===== src/rtl/cpu_ctrl_pkg.sv =====
// Shared definitions for the multi-cycle control unit: opcode map, ALU/shift
// select codes, FSM state encoding and the decoded control word.
package cpu_ctrl_pkg;

    localparam logic [4:0] OP_LOADI = 5'd0;
    localparam logic [4:0] OP_MOV   = 5'd1;
    localparam logic [4:0] OP_ADD   = 5'd2;
    localparam logic [4:0] OP_SUB   = 5'd3;
    localparam logic [4:0] OP_AND   = 5'd4;
    localparam logic [4:0] OP_OR    = 5'd5;
    localparam logic [4:0] OP_J     = 5'd6;
    localparam logic [4:0] OP_BEQ   = 5'd7;
    localparam logic [4:0] OP_BNE   = 5'd8;
    localparam logic [4:0] OP_SLL   = 5'd9;
    localparam logic [4:0] OP_SRL   = 5'd10;
    localparam logic [4:0] OP_SRA   = 5'd11;
    localparam logic [4:0] OP_ROR   = 5'd12;
    localparam logic [4:0] OP_MUL   = 5'd13;
    localparam logic [4:0] OP_LWD   = 5'd14;
    localparam logic [4:0] OP_LWI   = 5'd15;
    localparam logic [4:0] OP_SWD   = 5'd16;
    localparam logic [4:0] OP_SWI   = 5'd17;
    localparam int         OP_COUNT = 18;

    localparam logic [2:0] ALU_FWD   = 3'b000;
    localparam logic [2:0] ALU_ADD   = 3'b001;
    localparam logic [2:0] ALU_AND   = 3'b010;
    localparam logic [2:0] ALU_OR    = 3'b011;
    localparam logic [2:0] ALU_MUL   = 3'b100;
    localparam logic [2:0] ALU_SHIFT = 3'b101;

    localparam logic [1:0] SH_SLL = 2'b00;
    localparam logic [1:0] SH_SRL = 2'b01;
    localparam logic [1:0] SH_SRA = 2'b10;
    localparam logic [1:0] SH_ROR = 2'b11;

    typedef enum logic [2:0] {
        ST_IDLE     = 3'd0,
        ST_EXEC     = 3'd1,
        ST_MUL_WAIT = 3'd2,
        ST_MEM_WAIT = 3'd3,
        ST_WB       = 3'd4
    } state_t;

    typedef enum logic [2:0] {
        CL_ALU   = 3'd0,
        CL_JUMP  = 3'd1,
        CL_BEQ   = 3'd2,
        CL_BNE   = 3'd3,
        CL_MUL   = 3'd4,
        CL_LOAD  = 3'd5,
        CL_STORE = 3'd6
    } op_class_t;

    typedef struct packed {
        logic       imm;
        logic       sign;
        logic [2:0] aluop;
        logic [1:0] shift_mode;
        op_class_t  cls;
    } ctrl_word_t;

endpackage


===== src/rtl/ctrl_decode.sv =====
// Pure combinational opcode decoder: produces the datapath control word and
// a legal flag. Opcodes are compared zero-extended, so any upper bit set is illegal.
module ctrl_decode
    import cpu_ctrl_pkg::*;
#(
    parameter int OPCODE_W = 8
) (
    input  logic [OPCODE_W-1:0] opcode,
    output ctrl_word_t          word,
    output logic                legal
);

    logic [4:0] idx;

    assign legal = (opcode < OPCODE_W'(OP_COUNT));
    assign idx   = opcode[4:0];

    always_comb begin
        word = '{imm: 1'b0, sign: 1'b0, aluop: ALU_FWD, shift_mode: SH_SLL, cls: CL_ALU};
        case (idx)
            OP_LOADI: word.imm = 1'b1;
            OP_MOV:   word.aluop = ALU_FWD;
            OP_ADD:   word.aluop = ALU_ADD;
            OP_SUB: begin
                word.aluop = ALU_ADD;
                word.sign  = 1'b1;
            end
            OP_AND:   word.aluop = ALU_AND;
            OP_OR:    word.aluop = ALU_OR;
            OP_J:     word.cls = CL_JUMP;
            // Branches compare by subtracting, so the ALU sees ADD with a negated operand
            OP_BEQ: begin
                word.aluop = ALU_ADD;
                word.sign  = 1'b1;
                word.cls   = CL_BEQ;
            end
            OP_BNE: begin
                word.aluop = ALU_ADD;
                word.sign  = 1'b1;
                word.cls   = CL_BNE;
            end
            OP_SLL, OP_SRL, OP_SRA, OP_ROR: begin
                word.imm        = 1'b1;
                word.aluop      = ALU_SHIFT;
                word.shift_mode = 2'(idx - OP_SLL);
            end
            OP_MUL: begin
                word.aluop = ALU_MUL;
                word.cls   = CL_MUL;
            end
            OP_LWD:   word.cls = CL_LOAD;
            OP_LWI: begin
                word.imm = 1'b1;
                word.cls = CL_LOAD;
            end
            OP_SWD:   word.cls = CL_STORE;
            OP_SWI: begin
                word.imm = 1'b1;
                word.cls = CL_STORE;
            end
            default:  word.cls = CL_ALU;
        endcase
    end

endmodule


===== src/rtl/control_fsm.sv =====
// Multi-cycle control unit: registers the decoded opcode and sequences ALU,
// multiply, branch/jump and data-memory operations, stalling the PC as needed.
module control_fsm
    import cpu_ctrl_pkg::*;
#(
    parameter int OPCODE_W    = 8,
    parameter int ALUOP_W     = 3,
    parameter int MUL_LATENCY = 3
) (
    input  logic                clk,
    input  logic                reset,
    input  logic [OPCODE_W-1:0] opcode,
    input  logic                instr_valid,
    input  logic                busywait,
    output logic                imm,
    output logic                sign,
    output logic [ALUOP_W-1:0]  aluop,
    output logic [1:0]          shift_mode,
    output logic                writeenable,
    output logic                wb_sel,
    output logic                jump,
    output logic                branch,
    output logic                branch_ne,
    output logic                memread,
    output logic                memwrite,
    output logic                pc_stall,
    output logic                illegal,
    output state_t              dbg_state
);

    // Handshake: instr_valid/opcode are accepted only while the FSM is in IDLE;
    // in every other state pc_stall (or the op's own latency) holds fetch.

    state_t     state, state_d;
    ctrl_word_t ctrl_q, ctrl_d;
    ctrl_word_t dec_word;
    logic       dec_legal;
    logic [3:0] mul_cnt, mul_cnt_d;
    logic       illegal_q, illegal_d;
    logic       active;

    ctrl_decode #(.OPCODE_W(OPCODE_W)) u_decode (
        .opcode (opcode),
        .word   (dec_word),
        .legal  (dec_legal)
    );

    always_ff @(posedge clk) begin
        if (reset) begin
            state     <= ST_IDLE;
            ctrl_q    <= '0;
            mul_cnt   <= '0;
            illegal_q <= 1'b0;
        end else begin
            state     <= state_d;
            ctrl_q    <= ctrl_d;
            mul_cnt   <= mul_cnt_d;
            illegal_q <= illegal_d;
        end
    end

    always_comb begin
        state_d     = state;
        ctrl_d      = ctrl_q;
        mul_cnt_d   = mul_cnt;
        illegal_d   = illegal_q;
        writeenable = 1'b0;
        wb_sel      = 1'b0;
        jump        = 1'b0;
        branch      = 1'b0;
        branch_ne   = 1'b0;
        memread     = 1'b0;
        memwrite    = 1'b0;
        pc_stall    = 1'b0;
        case (state)
            ST_IDLE: begin
                if (instr_valid) begin
                    if (dec_legal) begin
                        ctrl_d  = dec_word;
                        state_d = ST_EXEC;
                    end else begin
                        illegal_d = 1'b1;
                    end
                end
            end
            ST_EXEC: begin
                state_d = ST_IDLE;
                case (ctrl_q.cls)
                    CL_JUMP: jump      = 1'b1;
                    CL_BEQ:  branch    = 1'b1;
                    CL_BNE:  branch_ne = 1'b1;
                    CL_MUL: begin
                        if (MUL_LATENCY <= 1) begin
                            writeenable = 1'b1;
                        end else begin
                            pc_stall  = 1'b1;
                            mul_cnt_d = 4'(MUL_LATENCY - 1);
                            state_d   = ST_MUL_WAIT;
                        end
                    end
                    CL_LOAD: begin
                        memread  = 1'b1;
                        pc_stall = 1'b1;
                        state_d  = ST_MEM_WAIT;
                    end
                    CL_STORE: begin
                        memwrite = 1'b1;
                        pc_stall = 1'b1;
                        state_d  = ST_MEM_WAIT;
                    end
                    default: writeenable = 1'b1;
                endcase
            end
            // EXEC already spent one cycle, so the counter covers the remaining latency
            ST_MUL_WAIT: begin
                if (mul_cnt <= 4'd1) begin
                    writeenable = 1'b1;
                    mul_cnt_d   = '0;
                    state_d     = ST_IDLE;
                end else begin
                    pc_stall  = 1'b1;
                    mul_cnt_d = mul_cnt - 4'd1;
                end
            end
            ST_MEM_WAIT: begin
                if (busywait) begin
                    memread  = (ctrl_q.cls == CL_LOAD);
                    memwrite = (ctrl_q.cls == CL_STORE);
                    pc_stall = 1'b1;
                end else if (ctrl_q.cls == CL_LOAD) begin
                    pc_stall = 1'b1;
                    state_d  = ST_WB;
                end else begin
                    state_d = ST_IDLE;
                end
            end
            ST_WB: begin
                wb_sel      = 1'b1;
                writeenable = 1'b1;
                state_d     = ST_IDLE;
            end
            default: state_d = ST_IDLE;
        endcase
    end

    // Decoded mux controls are only meaningful while an instruction is in flight
    assign active     = (state != ST_IDLE);
    assign imm        = active & ctrl_q.imm;
    assign sign       = active & ctrl_q.sign;
    assign aluop      = active ? ALUOP_W'(ctrl_q.aluop) : '0;
    assign shift_mode = active ? ctrl_q.shift_mode : 2'b00;
    assign illegal    = illegal_q;
    assign dbg_state  = state;

endmodule


===== config.mk =====
export PLATFORM = sky130hd
export DESIGN_NAME = control_fsm
export DESIGN_NICKNAME = d
export VERILOG_FILES = /design/src/rtl/cpu_ctrl_pkg.sv /design/src/rtl/ctrl_decode.sv /design/src/rtl/control_fsm.sv
export SDC_FILE = /design/constraint.sdc
export NUM_CORES = 1
export LEC_CHECK = 0
export BUFFER_PORTS_ARGS = -buffer_cell sky130_fd_sc_hd__buf_4
export CORE_ASPECT_RATIO = 1.4
export CORE_MARGIN = 1.5
export CORE_UTILIZATION = 43
export DETAILED_ROUTE_END_ITERATION = 16
export PLACE_DENSITY = 0.76
export SETUP_SLACK_MARGIN = 0.02
export SLEW_MARGIN = 20
export SYNTH_ARGS = -nofsm -noshare
export SYNTH_HDL_FRONTEND = slang
export SYNTH_SLANG_ARGS = --single-unit

===== constraint.sdc =====
create_clock -name clk -period 2 [get_ports clk]
set_input_delay 0.4 -clock clk [delete_from_list [all_inputs] [get_ports clk]]
set_output_delay 0.4 -clock clk [all_outputs]
set_load 0.05 [all_outputs]

==> flow_metrics.env <==
export IMPL_fin_nets=217
export IMPL_total_power_mw=0.7639
export IMPL_cts_max_level=1
export IMPL_synthArstFlopShare_pct=0
export IMPL_rows=23
export IMPL_crit_type="reg2out"
export IMPL_area_growth_pct=35.29
export IMPL_drv_cap=0
export IMPL_fill_cells=256
export IMPL_grt_max_degree=17
export IMPL_dp_hpwl_um=2313
export IMPL_worstSetupEndpointType="output pin"
export IMPL_pre_cts_slack_ps=84.53
export IMPL_yosys_area_top_type_share_pct=28.24
export IMPL_die_x_um=49.05
export IMPL_slew_viol_final=0
export IMPL_holdBufCountCts=0
export IMPL_cpPeakStageDelay_ps=380
export IMPL_powerDensity_mw_per_mm2=442.4
export IMPL_syn_area_mm2=0.001276
export IMPL_ys_top_cells_by_area="dfxtp_1 (28%), ha_1 (5.9%), a21oi_1 (5.1%)"
export IMPL_port_buffers=30
export IMPL_synthMostInstantiatedCell="dfxtp_1"
export IMPL_wl_um=3206
export IMPL_core_region_area_mm2=0.002849
export IMPL_clk_pin_slew_ps=70
export IMPL_p_leak_nw=0.7088
export IMPL_via_per_inst=5.566
export IMPL_clock_latency_ps=240
export IMPL_slowest_stage="dfxtp_4"
export IMPL_hold_path_class="in2reg"
export IMPL_die_area_mm2=0.003309
export IMPL_drc_errors=0
export IMPL_root_buffer="clkbuf_8"
export IMPL_synth_avg_cell_area_um2=7.735
export IMPL_grt_pass1_vias=1299
export IMPL_gp_congestion=0.8735
export IMPL_crit_required_ps=1600
export IMPL_slew_limit_headroom_pct=69.81
export IMPL_startpoint_type="flip-flop"
export IMPL_diodes=0
export IMPL_cts_tree="yes"
export IMPL_drive_gt1_share_pct=32.83
export IMPL_initial_core_util_pct=44.80
export IMPL_ir_drop_mv=0.3512
export IMPL_path_max_fanout=3
export IMPL_fin_tns_setup_ps=0
export IMPL_setup_slack_ps=71.45
export IMPL_skew_ps=3.860
export IMPL_die_h_um=67.46
export IMPL_ios=31
export IMPL_clockBufferDepth=2
export IMPL_grt_pass1_wl_um=5326
export IMPL_grt_usage_pct=20.02
export IMPL_synth_main_ff_cell="dfxtp_1"
export IMPL_yosysSeqAreaShare_pct=28.24
export IMPL_status="completed"
export IMPL_ys_seq_elements=18
export IMPL_cp_cell_sequence="inv_4, ha_4, nor2_4, nor4_4, nand3b_1, o21ai_1, buf_6"
export IMPL_yosys_warnings=0
export IMPL_yosysUniqueCellTypes=46
export IMPL_drtPass1Iterations=4
export IMPL_fin_crit_ps=1929
export IMPL_worst_pin_slew_ps=451.4
export IMPL_fmax_mhz=518.5
export IMPL_post_route_period_util_pct=96.43
export IMPL_seqCellArea_um2=370.4
export IMPL_synthCells=165
export IMPL_synth_top_cell_by_area="dfxtp_1"
export IMPL_detail_route_iter0_violations=25
export IMPL_ant_nets=0
export IMPL_via_count=1308
export IMPL_crit_arrival_ps=1530
export IMPL_synth_edf_count=0
export IMPL_grt_overflow_total=0
export IMPL_cts_buffers=3
export IMPL_multi_input_area_um2=908.4
export IMPL_synth_fp_nets=183
export IMPL_wire_per_inst_um=13.64
export IMPL_grt_antenna_before_repair=0
export IMPL_hold_viol_final=0
export IMPL_setup_viol=0
export IMPL_clock_sinks=18
export IMPL_yosys_top_cells_count="dfxtp_1 (18), nor2_1 (16), a21oi_1 (13), inv_1 (13), nand2_1 (13)"
## layer usage
layer	global-route usage [%]	wire length (um)	vias up
met5	0	0	-
met4	7.857	39	0
met3	2.212	94	4
met2	41.44	1767	31
met1	20.22	1305	619
li1	-	-	654
## timing repair
action,in CTS,in global routing
gates cloned,0,0
pin swaps,4,1
resized for setup,20,3
endpoints found under the setup margin,4,11
buffers inserted,5,1
## cell usage in the layout (no fill, tap or decap), types with 6 or more instances in the layout
| cell | instances |
|---|---|
| buf_4 | 36 |
| dfxtp_1 | 14 |
| nand2_1 | 13 |
| a21oi_1 | 13 |
| inv_1 | 11 |
| nor2_1 | 9 |
| nand2b_1 | 9 |
| and2b_1 | 6 |
## area by class of cell
type,count,share of cell area (%)
multi-input combinational,125,52.61
sequential,18,21.45
timing repair buffer,38,16.96
clock buffer,4,3.188
inverter,13,3.116
tap,37,2.681
## report_power, final
group	leakage (nW)	internal [mW]	switching, mW
logic	0.532	0.0464	0.0649
clock network	0.0288	0.174	0.113
registers	0.148	0.360	0.00455
## worst max-delay path: cells and delay by family, from the launching register on
family                   cells  cell delay (ps)
buffers and inverters        2              230
flip-flops                   1              380
AND/OR/NAND/NOR              3              390
AO/OA/AOI/OAI                1              130
adder cells (fa/ha/maj)      1              160
## final timing paths
kind           startpoint            to  slack [ps]  cells past startpoint
max reg2reg  dbg_state[1]     ctrl_q[5]         240                      4
min reg2reg     ctrl_q[3]     ctrl_q[3]         450                      2
min              busywait  dbg_state[2]         360                      2
max            mul_cnt[0]      pc_stall          70                      7
## metrics by stage
step	utilization, %	instances	hold slack (ps)	instance area [um2]
final	60.61	235	356.4	1727
after floorplan	-	165	428.1	1308
after detailed placement	54.33	225	443.7	1548
after global routing	60.61	235	365.1	1727
after CTS	60.21	234	355.9	1715
after global placement	54.33	225	439.0	1548
## cell families (layout without fill, tap and decap cells)
kind of cell	after synthesis	in the layout	share of synthesized area (%)
muxes	2	2	1.667
DFF	18	18	28.24
buffers and inverters	22	55	7.451
and+or+nand+nor	73	73	33.73
adders and majority gates	6	6	5.882
AOI/OAI and AO/OA	44	44	23.04
## registers in the layout (all words and copies together), names as in the netlist
register	cells
dbg_state	3
illegal	1
mul_cnt	4
ctrl_q	10
Note: power is estimated with default switching activity, not from simulation.
